File: src/rtl/keypad_scan.sv
// 4x4 matrix keypad scanner: drives one column low at a time, samples the rows,
// debounces whole scans and reports each newly accepted key with a one-cycle strobe.
module keypad_scan #(
    parameter int unsigned SCAN_DIV = 100000,
    parameter int unsigned DEBOUNCE = 5
) (
    input  logic       clk,
    input  logic       rst,
    output logic [3:0] col,
    input  logic [3:0] row,
    output logic [3:0] key,
    output logic       valid,
    output logic       pressed
);

    localparam int unsigned DW = (SCAN_DIV > 1) ? $clog2(SCAN_DIV) : 1;
    localparam int unsigned SW = $clog2(DEBOUNCE + 1);
    localparam logic [DW-1:0] DWELL_LAST = DW'(SCAN_DIV - 1);
    localparam logic [SW-1:0] STABLE_MAX = SW'(DEBOUNCE);
    // Scan codes are {found, hex}; NONE has found cleared.
    localparam logic [4:0] CODE_NONE = 5'b0_0000;

    typedef enum logic {
        ST_IDLE,
        ST_HELD
    } state_t;

    logic [DW-1:0] dwell_q;
    logic [1:0]    c_q;
    logic [3:0]    col_q;
    logic [3:0]    row_meta_q;
    logic [3:0]    row_sync_q;
    logic [4:0]    acc_q;
    logic [4:0]    prev_q;
    logic [SW-1:0] stable_q;
    state_t        state_q;
    logic [3:0]    key_q;
    logic          valid_q;
    logic          pressed_q;

    logic          sample_now;
    logic          scan_end;
    logic [3:0]    row_low;
    logic [1:0]    first_row;
    logic [4:0]    col_code;
    logic [4:0]    scan_code_d;
    logic [SW-1:0] stable_d;
    logic          accept;

    function automatic logic [3:0] key_map(input logic [1:0] c, input logic [1:0] r);
        logic [3:0] k;
        k = 4'h0;
        case ({c, r})
            4'h0: k = 4'h1;
            4'h1: k = 4'h4;
            4'h2: k = 4'h7;
            4'h3: k = 4'h0;
            4'h4: k = 4'h2;
            4'h5: k = 4'h5;
            4'h6: k = 4'h8;
            4'h7: k = 4'hF;
            4'h8: k = 4'h3;
            4'h9: k = 4'h6;
            4'hA: k = 4'h9;
            4'hB: k = 4'hE;
            4'hC: k = 4'hA;
            4'hD: k = 4'hB;
            4'hE: k = 4'hC;
            4'hF: k = 4'hD;
            default: k = 4'h0;
        endcase
        return k;
    endfunction

    // Per-column sample decode, scan accumulation and debounce count.
    always_comb begin
        sample_now = (dwell_q == DWELL_LAST);
        scan_end   = sample_now && (c_q == 2'd3);
        row_low    = ~row_sync_q;
        first_row  = 2'd0;
        for (int r = 3; r >= 0; r--) begin
            if (row_low[r]) first_row = 2'(r);
        end
        col_code    = (|row_low) ? {1'b1, key_map(c_q, first_row)} : CODE_NONE;
        // An earlier column's hit in this scan takes priority.
        scan_code_d = ((c_q != 2'd0) && acc_q[4]) ? acc_q : col_code;
        if (scan_code_d == prev_q) begin
            stable_d = (stable_q == STABLE_MAX) ? stable_q : stable_q + SW'(1);
        end else begin
            stable_d = SW'(1);
        end
        accept = scan_end && (stable_d == STABLE_MAX);
    end

    // Column sequencing, row synchronizer and scan history.
    always_ff @(posedge clk) begin
        if (rst) begin
            dwell_q    <= '0;
            c_q        <= 2'd0;
            col_q      <= 4'b1110;
            row_meta_q <= 4'hF;
            row_sync_q <= 4'hF;
            acc_q      <= CODE_NONE;
            prev_q     <= CODE_NONE;
            stable_q   <= '0;
        end else begin
            row_meta_q <= row;
            row_sync_q <= row_meta_q;
            if (sample_now) begin
                dwell_q <= '0;
                c_q     <= c_q + 2'd1;
                col_q   <= ~(4'b0001 << (c_q + 2'd1));
                acc_q   <= scan_code_d;
                if (scan_end) begin
                    prev_q   <= scan_code_d;
                    stable_q <= stable_d;
                end
            end else begin
                dwell_q <= dwell_q + DW'(1);
            end
        end
    end

    // Acceptance FSM; the strobe fires only when the held key actually changes.
    always_ff @(posedge clk) begin
        if (rst) begin
            state_q   <= ST_IDLE;
            key_q     <= 4'h0;
            valid_q   <= 1'b0;
            pressed_q <= 1'b0;
        end else begin
            valid_q <= 1'b0;
            if (accept) begin
                case (state_q)
                    ST_IDLE: begin
                        if (scan_code_d[4]) begin
                            state_q   <= ST_HELD;
                            key_q     <= scan_code_d[3:0];
                            valid_q   <= 1'b1;
                            pressed_q <= 1'b1;
                        end
                    end
                    ST_HELD: begin
                        if (!scan_code_d[4]) begin
                            state_q   <= ST_IDLE;
                            pressed_q <= 1'b0;
                        end else if (scan_code_d[3:0] != key_q) begin
                            key_q   <= scan_code_d[3:0];
                            valid_q <= 1'b1;
                        end
                    end
                    default: state_q <= ST_IDLE;
                endcase
            end
        end
    end

    assign col     = col_q;
    assign key     = key_q;
    assign valid   = valid_q;
    assign pressed = pressed_q;

endmodule

File: config.mk
export PLATFORM = sky130hd
export DESIGN_NAME = keypad_scan
export DESIGN_NICKNAME = d
export VERILOG_FILES = /design/src/rtl/keypad_scan.sv
export SDC_FILE = /design/constraint.sdc
export NUM_CORES = 1
export LEC_CHECK = 0
export ABC_AREA = 1
export CORE_MARGIN = 2
export CORE_UTILIZATION = 61
export CTS_BUF_LIST = sky130_fd_sc_hd__clkbuf_8
export DETAILED_ROUTE_END_ITERATION = 16
export GPL_ROUTABILITY_DRIVEN = 0
export PLACE_DENSITY = 0.85
export SETUP_SLACK_MARGIN = 0.15
export SLEW_MARGIN = 15
export SYNTH_ARGS = -nofsm -noshare
export SYNTH_HDL_FRONTEND = slang
export SYNTH_SLANG_ARGS = --single-unit
File: constraint.sdc
create_clock -name clk -period 2.95 [get_ports clk]
set_clock_uncertainty 0.05 [all_clocks]
set_input_delay 0.59 -clock clk [delete_from_list [all_inputs] [get_ports clk]]
set_output_delay 0.59 -clock clk [all_outputs]
set_load 0.02 [all_outputs]
After elaboration in Yosys (flattened, before gate mapping)
Memory sizes are Yosys's and may differ from the RTL's.
Index checks and enable logic that the tools add are counted.
- add/subtract/negate cells: 3
- equal/unequal tests: 10
- shifts and indexed selects: 1
- muxes and demuxes: 19
- bitwise logic cells: 4
- reductions and logical operators: 10
- operators with widths (kind ; number):
    adder 17 x 1 -> 17 bit, second input constant ; 1
    equality test 17 bit, second input constant ; 1
    2-to-1 mux 4 bit ; 3
    2-to-1 mux 5 bit ; 2
    2-to-1 mux 2 bit ; 4
    NOT 4 bit ; 2
    case mux 4 bit (2 select lines) ; 1
    equality test 3 bit, second input constant ; 2
    2-to-1 mux 3 bit ; 2
    equality test 5 bit ; 1
    2-to-1 mux 1 bit ; 5
    != test 2 x 1 -> 1 bit, second input constant ; 2
    != test 2 bit, second input constant ; 2
    != test 4 bit ; 1
    case mux 1 bit (2 select lines) ; 2
    AND reduction 4 bit ; 1
    OR reduction 2 bit ; 2
    OR reduction 4 bit ; 1
    << shifter 1 x 2 -> 4 bit, first input constant ; 1
    adder 3 x 1 -> 3 bit, second input constant ; 1
    logical AND 1 bit ; 3
    AND reduction 3 bit ; 1
    adder 2 x 1 -> 2 bit, second input constant ; 1
    equality test 2 bit, second input constant ; 1
    3 further kinds ; 4
- register bits: 51
- ROM bits: 64
- output and inout bits: 10
- memories: 1
- memories (name ; words ; bits a word ; read ports ; clocked after Yosys merged registers in ; wr ports ; line ; text):
    (name not given) ; 16 ; 4 ; 1 ; 0 ; 0 ; 53 ; case ({c, r})

Depth between registers and ports, before layout
An unclocked memory read counts as a cell.
- depth in word-level cells: 14
- mapped depth: 21
- depth with buffers taken out: 20

Worst setup path after synthesis
Ideal clock, no wire load.
- path type: register -> register
- start point: reg c_q[0]
- end point: reg key_q[3], in the netlist key[3]
- library setup time: 0.115 ns
- arrival: 2.105 ns
- path slack: 0.680 ns
- cell stages (with the launch flop): 18
- buffers on the path: 1
- clock period less this slack: 2.270 ns
- cells stage by stage: dfxtp_1 inv_1 ha_1 nor2_2 inv_1 nand2_2 xor2_1 inv_1 nand2_1 nor2_1 nand2_1 nor2_4 nand4_2 nor2_2 buf_6 nand3_1 nand2_1 nor2_1
- word-level cells in the longest chain between the ends: 8
- elaborated cells on any way between the ends: 20
- classes of those cells: eq/ne: 7; mux: 7; reduce/logical: 5; memory: 1
- ends and longest elaborated chain (what ; line ; text):
    start, declared ; 29 ; logic [1:0] c_q;
    start signal, assigned ; 111 ; c_q <= c_q + 2'd1;
    memory read (16 x 4 bit) or nonzero test 2 bit (tied branches) ; - ;
    2-to-1 mux 5 bit or logical AND 1 bit (tied branches) ; 84, 86 ;
    2-to-1 mux 5 bit ; 86 ; scan_code_d = ((c_q != 2'd0) && acc_q[4]) ? acc_q : col_code;
    equality test 5 bit ; 87 ; if (scan_code_d == prev_q) begin
    2-to-1 mux 3 bit ; 87 ;
    equality test 3 bit ; 92 ; accept = scan_end && (stable_d == STABLE_MAX);
    logical AND 1 bit ; 92 ;
    AND reduction 4 bit (no source line) ; - ;
    end signal, assigned ; 138 ; key_q <= scan_code_d[3:0];
    end signal, assigned ; 148 ; key_q <= scan_code_d[3:0];
    end, declared ; 37 ; logic [3:0] key_q;
Parallel ways exist; a longest one is shown, timed or not. The select of a mux whose other input is x is not followed.
A chain may end at the register's enable or synchronous reset.

Worst setup path after layout
- start point: reg c_q[1]
- end point: reg key_q[1], in the netlist key[1]
The elaborated chain is that of the path after synthesis.

==> run_results.csv <==
group,metric,value,unit
outcome,status,"finished clean",
floorplanning,io_pins,16,
floorplanning,row_count,22,
sta,fin_crit,2.53,ns
sta,slew_violations,0,
yosys,synth_top_family_by_area,"simple AND/OR/NAND/NOR gates",
yosys,synth-xor-area-share,3.63,%
worst_setup_path,r2r-start,"c_q[1]",
worst_setup_path,crit_type,"reg2reg",
yosys,synthCells,323,
cells_and_area,synthToLayoutAreaGrowth,13.1,%
cells_and_area,final_cell_mix,"59 x nand2_1, 50 x dfxtp_1, 44 x inv_1",
clocking,clk_path_buf_depth,2,
clocking,worstSkewPairLatency,0.31,ns
flow_run,drv_cap,0,
worst_setup_path,startpoint_type,"register",
clocking,numClockSinks,51,
clocking,post_cts_buffers,0,
yosys,ys_ff_latch,51,
worst_setup_path,r2r_end,"key[1]",
worst_setup_path,r2r_cells,17,
placement,dp_hpwl,3490,um
global_route,grt_pass1_vias,2006,
clocking,cts_made_buffers,5,
cells_and_area,antennaDiodeCount,0,
floorplanning,die_w,66.9,um
power_and_ir_drop,p_leak,1.12,nW
yosys,syn_area_per_cell,7.46,um^2
yosys,synth-compound-area-share,8.93,%
hold_path,whs_endpoint,"row_sync_q[0]",
clocking,path_clk_slew,0.08,ns
yosys,yosysSeqAreaShare,42.4,%
clocking,postCtsHoldBufs,0,
floorplanning,die_h,66.9,um
cells_and_area,nets,361,
cells_and_area,filler_cell_count,299,
detailed_routing,drt-total-wl,4630,um
sta,setup_viol,0,
floorplanning,core_area,3720,um^2
detailed_routing,dr.pass1.iters,4,
clocking,cts_root_buffer,"clkbuf_8",
worst_setup_path,reg2reg_setup_slack,0.42,ns
floorplanning,die_area,4470,um^2
detailed_routing,wl_per_cell,11.8,um
global_route,grt_overflow,0,
sta,clock.fmax,0.396,GHz
worst_setup_path,cp.arrival,2.68,ns
worst_setup_path,startpoint,"c_q[1]",
sta,worst_slew_pin_slew,0.658,ns
sta,finalSetupTns,0,ns
placement,port_buffers,15,
power_and_ir_drop,ir_drop,0.000376,V
cells_and_area,fin_area,2730,um^2
hold_path,hold_path_class,"reg2reg",
yosys,yosys.area_share.simple,31.2,%
global_route,grt_max_degree,15,
hold_path,min_path_cells,1,
detailed_routing,num_vias,2066,
yosys,yosysWarnings,0,
sta,hold_violations,0,
clocking,htree_levels,2,
floorplanning,start_util,64.8,%
yosys,syn_area,2410,um^2
sta,rsz0062_at_grt,"false",
global_route,antenna_found_initial,0,
yosys,synth_mux_area_share,0.415,%
worst_setup_path,crit_required,3.10,ns
sta,fin_crit_sh,85.6,%
worst_setup_path,critPathMaxFanout,8,
global_route,groute.usage.overall,23.7,%
global_route,grt_pass1_wl,8020,um
yosys,synth_nets,340,
worst_setup_path,end_kind,"register",
detailed_routing,drt-initial-drc-count,104,
yosys,synth_cell_types,30,
detailed_routing,via_per_inst,5.26,
placement,dpl_cell_area,2620,um^2
cells_and_area,layout-drive-gt1-share,8.99,%
cells_and_area,final_common_cell,"nand2_1",
sta,slew_headroom,55.9,%
power_and_ir_drop,power_density,458,nW/um^2
detailed_routing,ant_nets,0,
clocking,cts_tree,"built",
yosys,synth_fa_ha_area_share,5.71,%
hold_path,hold_path.startpoint,"row_meta_q[0]",
detailed_routing,drcViolationCount,0,
## state kept, by name (all words and copies together), names as in the netlist
register,count
dwell_q,17
acc_q,5
prev_q,5
col,4
key,4
row_meta_q,4
row_sync_q,4
stable_q,3
c_q,2
pressed,1
state_q,1
valid,1
## how the worst max path moves through the flow
stage,end,slack (ns),cells past startpoint
finish,key[1],0.42,17
global route,key[0],0.19,17
floorplan,key[3],0.68,17
CTS,pressed,0.27,16
global placement,pressed,0.43,16
detailed placement,pressed,0.29,16
## critical path, cell delays in order, from the launching register on
cell     delay (ns)
dfxtp_1        0.43
inv_1          0.15
ha_1           0.22
nor2_2         0.23
inv_1          0.10
nand2_1        0.08
inv_1          0.04
nand2_1        0.08
nand2_1        0.17
or2_1          0.25
nand3_1        0.06
nor2_1         0.04
nand2_1        0.06
nor2_1         0.07
nor2_4         0.18
nand3_1        0.10
nand2_1        0.07
nor2_1         0.03
## cell families after synthesis
| kind of cell | after synthesis |
|---|---|
| simple gates | 162 |
| flops | 51 |
| buf+inv | 48 |
| compound gates | 40 |
| fa+ha+maj | 11 |
| xor+xnor | 10 |
| mux | 1 |
## timing repair
item | 4_1_cts | 5_1_grt
setup endpoints to repair | 0 | 6
gates resized for setup | 0 | 2
endpoints found under the hold margin | 0 | 0
## synth_stat cells (all sizes together)
| cell | count | area, um^2 |
|---|---|---|
| a211oi | 1 | 7.51 |
| a21oi | 20 | 100 |
| a31oi | 1 | 6.26 |
| buf | 1 | 11.3 |
| clkbuf | 3 | 11.3 |
| clkinv | 1 | 3.75 |
| dfxtp | 51 | 1020 |
| ha | 11 | 138 |
| inv | 43 | 161 |
| mux2i | 1 | 10.0 |
| nand2 | 64 | 253 |
| nand3 | 27 | 140 |
| nand4 | 6 | 43.8 |
| nor2 | 46 | 200 |
| nor3 | 5 | 25.0 |
| nor3b | 1 | 7.51 |
| nor4 | 4 | 25.0 |
| o21ai | 10 | 50.1 |
| o21bai | 1 | 7.51 |
| o22ai | 7 | 43.8 |
| or2 | 9 | 56.3 |
| xnor2 | 2 | 17.5 |
| xor2 | 8 | 70.1 |
## through the flow
stage                     worst slack (ns)  instances  hold slack [ns]  total power [W]  utilization, %
after detailed placement             0.290        385            0.344         0.000838            70.5
final                                0.424        393            0.361          0.00125            73.4
after floorplan                      0.680        323            0.339         0.000807               -
after global routing                 0.190        393            0.378          0.00130            73.4
after CTS                            0.270        393            0.363          0.00126            73.2
after global placement               0.429        385            0.343         0.000836            70.5
## cell type report
type	instances	area, um^2	share of cell area (%)
clock inverters	1	3.75	0.138
inverters	44	165	6.06
multi-input cells	224	1210	44.2
flip-flops and latches	51	1020	37.5
repair buffers	18	173	6.33
clock buffers	7	96.3	3.53
well taps	48	60.1	2.20
## metal layers
layer  GRT usage [%]  wire length, um  vias up
li1                -                -     1081
met2            42.8             2240       35
met3            5.91              172       10
met5               0                0        -
met1            26.8             2120      940
met4            8.93               97        0
## where the power goes
| group | internal, W | total (W) | switching (W) |
|---|---|---|---|
| Sequential | 0.000698 | 0.000705 | 0.00000681 |
| Combinational | 0.0000431 | 0.000119 | 0.0000759 |
| Clock | 0.000211 | 0.000425 | 0.000215 |
| Total | 0.000952 | 0.00125 | 0.000297 |
No activity file was read; power rests on OpenSTA's default activity.
==> RTL edit 1: new RTL, same flow settings <==
The parameter `SCAN_DIV` goes from 100000 to 200000.
--- a/src/rtl/keypad_scan.sv
+++ b/src/rtl/keypad_scan.sv
@@ -1,7 +1,7 @@
 // 4x4 matrix keypad scanner: drives one column low at a time, samples the rows,
 // debounces whole scans and reports each newly accepted key with a one-cycle strobe.
 module keypad_scan #(
-    parameter int unsigned SCAN_DIV = 100000,
+    parameter int unsigned SCAN_DIV = 200000,
     parameter int unsigned DEBOUNCE = 5
 ) (
     input  logic       clk,
Behaviour: no difference found for any inputs over 10 cycles, from zero or initial values and one cycle with rst high; that may be too few to reach the edited logic, so the function may still have changed.
==> RTL edit 1 against the original RTL <==
Clock power decreased by 3%; synthesized cell count increased by 8.0%; wire length increased by 7.9%; power increased by 1.1%; critical path depth decreased by 2; critical path type unchanged; final area increased by 7.2%; sequential power increased by 2%; sequential cell count increased by 1; critical endpoint is now key[0]; synthesized area increased by 8.4%; setup slack improved by 73 ps.
==> RTL edit 1: results (changes against the original RTL) <==
Clock tree
  – CTS Buf Count: 5 (unchanged)
  – H-tree levels: 2 (unchanged)
  – Clock Path Buffers: 2 (unchanged)
  – Worst-Skew Late Latency: 310 ps (about the same)
  – Worst-path clk slew: 90 ps
  – CTS root buf: clkbuf_8
  – Post_cts resized: 0 (unchanged)
  – Post-CTS Setup Bufs: 0 (unchanged)

GRT
  – Largest net degree at the start of global routing: 18 (+3)
  – Number of global-route vias before repair: 2093 (+4.3%)
  – Total Routing Usage GR: 21.5% (-2.3 points)
  – Global-route wire length before repair: 8470 microns (+5.6%)
  – Initial antenna violation count: 0 (unchanged)

Worst setup path
  – Kind of start point of the critical path: flip-flop
  – Crit path DAT: 2610 ps (-70 ps)
  – Worst r2r src: c_q[0]
  – Crit-path max FO: 9 (+1)

Timing
  – Setup TNS: 0 ps (unchanged)
  – Worst-margin pin slew: 424 ps (-234 ps)
  – Count of final setup violators: 0 (unchanged)

Power
  – Leakage power: 1.22 nW (+8.9%)
  – Peak supply drop: 0.000345 V (-8.3%)

Logic synthesis
  – Synth top cells by count: nand2_1 (72), dfxtp_1 (52), nor2_1 (41)
  – Top_reg_cell synth: dfxtp_1
  – Synth Warn #: 0 (unchanged)
  – Async set-or-reset flop fraction in the synthesized netlist: 0% (unchanged)
  – Most area-consuming cells after synthesis: dfxtp_1 (40%), nand2_1 (10%), nor2_1 (5.9%)
  – Netlist cell types: 36 (+20%)
  – Post-synthesis sequential area ratio: 39.9% (-2.5 points)
  – Mapped Nets: 366 (+7.6%)

Route
  – Drt initial violations: 114 (+9.6%)
  – Post-DRT Antenna Nets: 0 (unchanged)
  – TritonRoute pass-1 iters: 4 (unchanged)
  – WL/cell: 11.8 microns (+0.52%)
  – DR vias: 2240 (+8.4%)

Outcome
  – Status: finished, final reports clean

Final layout
  – Fin nets: 388 (+7.5%)
  – Top flop regs: dwell_q: 18 flops, acc_q: 5 flops, prev_q: 5 flops
  – # diodes: 0 (unchanged)
  – Fraction of layout cells with a size suffix above 1: 17.2% (+8.2 points)

Place
  – Dpl hpwl: 3790 microns (+8.6%)
  – PortBufs: 15 (unchanged)

Hold path
  – Worst Hold Class: flip-flop to flip-flop
  – Hold_sp: row_meta_q[2]
[RTL edit 1: path summary, 6_finish.rpt]
check,end,slack (ps),cells past startpoint
min,row_sync_q[2],370,1
min reg2reg,row_sync_q[2],370,1
max,key[0],500,15
max reg2reg,key[0],500,15
[RTL edit 1: metal layers]
layer / part of all wire [%] / GRT usage (%)
met1: 45 / 24.9
met2: 49 / 36.5
met3: 3.7 / 5.52
met4: 1.7 / 10.9
met5: 0 / 0
[RTL edit 1: cell type report]
cell class,instances,area [sq um]
clock inverter,3,21.3
sequential,52,1040
multi-input combinational,245,1370
inverter,50,193
timing repair buffer,17,165
clock buffer,5,68.8
tap,50,62.6
fill,316,1140
[RTL edit 1: report_power, final]
group | switching (W) | internal [W] | total (W)
Combinational | 0.0000860 | 0.0000443 | 0.000130
Sequential | 0.00000722 | 0.000711 | 0.000718
Clock | 0.000245 | 0.000169 | 0.000413
Total | 0.000338 | 0.000924 | 0.00126
[RTL edit 1: per-stage QoR]
| stage | instance area [sq um] | setup slack (ps) | hold WS, ps | utilization (%) | cells |
|---|---|---|---|---|---|
| finish | 2920 | 497 | 366 | 72.0 | 422 |
| global route | 2920 | 230 | 380 | 72.0 | 422 |
| CTS | 2920 | 495 | 368 | 72.0 | 422 |
| detailed placement | 2830 | 528 | 344 | 69.8 | 414 |
| global placement | 2830 | 627 | 342 | 69.8 | 414 |
| floorplan | 2610 | 791 | 339 | - | 349 |
[RTL edit 1: cell families (layout without fill, tap and decap cells)]
| group | after synthesis | count (layout) | synth area share, % |
|---|---|---|---|
| flip-flops | 52 | 52 | 39.9 |
| adder cells (fa/ha/maj) | 11 | 11 | 5.27 |
| XOR/XNOR | 6 | 6 | 2.01 |
| AND/OR/NAND/NOR | 187 | 187 | 36.1 |
| AO/OA/AOI/OAI | 41 | 41 | 9.06 |
| buffers and inverters | 52 | 75 | 7.67 |
[RTL edit 1: worst max-delay path: stages, from the launching register on]
cell and delay [ps]:
dfxtp_1 480, inv_2 140, ha_1 250, nor2_4 200
inv_2 60, nand2_1 130, xor2_1 160, nand2_1 80
nor2_2 90, nand2_2 80, inv_1 130, nand3_1 90
nor2_1 110, nand3_1 130, nor2_1 120, nor2_1 50
==> RTL edit 2: new RTL, config.mk and constraints unchanged <==
Without the edit above. Reset style: asynchronous (`rst`), changed in 2 clocked blocks.
--- a/src/rtl/keypad_scan.sv
+++ b/src/rtl/keypad_scan.sv
@@ -93,7 +93,7 @@
     end
 
     // Column sequencing, row synchronizer and scan history.
-    always_ff @(posedge clk) begin
+    always_ff @(posedge clk or posedge rst) begin
         if (rst) begin
             dwell_q    <= '0;
             c_q        <= 2'd0;
@@ -122,7 +122,7 @@
     end
 
     // Acceptance FSM; the strobe fires only when the held key actually changes.
-    always_ff @(posedge clk) begin
+    always_ff @(posedge clk or posedge rst) begin
         if (rst) begin
             state_q   <= ST_IDLE;
             key_q     <= 4'h0;
Formal check against the unedited RTL: same outputs for any inputs over 10 cycles, from zero or initial values and one cycle with rst high; that may be too few to reach the edited logic, so the function may still have changed.
==> RTL edit 2 against the original RTL <==
Clock power increased by 32%; non-clock buffer count unchanged; power increased by 6.7%; setup slack got worse by 41 ps; sequential cell count unchanged; fmax decreased by 1.6%; final area increased by 12%; synthesized area increased by 12%; wire length increased by 6.2%; largest power group unchanged.
==> RTL edit 2: results (changes against the original RTL) <==
Logic synthesis
  – Xor-xnor portion of the synthesized cell area: 1.96% (-1.7 points)
  – Avg Inst Size Synth: 8.19 sq um (+9.8%)
  – Adder-cell share of the synthesized area: 5.12% (-0.59 points)
  – Most area-consuming cells after synthesis: dfrtp_1 (37%), dfstp_2 (11%), nand2_1 (10%)
  – Synth Area in Compound Gates: 8.52% (-0.41 points)

GRT
  – Largest net degree at the start of global routing: 29 (+14)
  – Number of global-route vias before repair: 2091 (+4.2%)

Worst setup path
  – Crit-path max FO: 7 (-1)
  – Critical path startpoint: row_sync_q[2]
  – Crit path DAT: 2720 ps (+40 ps)
  – Register-to-Register Path Depth: 16 (-1)
  – R2r endpoint: key[1]
  – Largest stage delay on the critical path: 560 ps (+130 ps)

Outcome
  – Status: finished, final reports clean

Timing
  – Crit path time final: 2570 ps (+41.1 ps)
  – Slew headroom: 68.1% (+12 points)

Route
  – Via density: 5.29 (+0.54%)
  – Drt initial violations: 119 (+14%)
  – Post-Route WL: 4910 microns (+6.2%)

Power
  – Peak supply drop: 0.000277 V (-26%)
  – Comb pwr: 0.0000597 W (-50%)
  – Leakage power: 1.49 nW (+33%)

Place
  – Place WS: 425 ps (+135 ps)

Hold path
  – Hold Path Sink: row_sync_q[1]
  – Hold_sp: row_meta_q[1]
  – Hold depth: 0 (-1)
RTL edit 2: cell families (layout without fill, tap and decap cells):
family	count (synthesis)	after routing
AOI/OAI and AO/OA	40	40
xor gates and xnor gates	6	6
adders and majority gates	11	11
buffers and inverters	62	85
DFF	51	51
and+or+nand+nor	158	158
RTL edit 2: layer usage:
layer	vias to the layer above	GRT usage (%)	wire, microns	share of wire [%]
met3	10	4.04	133	2.7
met2	33	37.5	2400	49
met4	0	6.20	68	1.4
met1	1006	29.3	2320	47
li1	1081	-	-	-
met5	-	0	0	0
RTL edit 2: final cells by class:
| class | count | area, sq um |
|---|---|---|
| Sequential cell | 51 | 1290 |
| Tap cell | 52 | 65.1 |
| Clock buffer | 5 | 68.8 |
| Inverter | 59 | 221 |
| Multi-Input combinational cell | 215 | 1170 |
| Clock inverter | 3 | 63.8 |
| Timing Repair Buffer | 18 | 173 |
| Fill cell | 327 | 1240 |
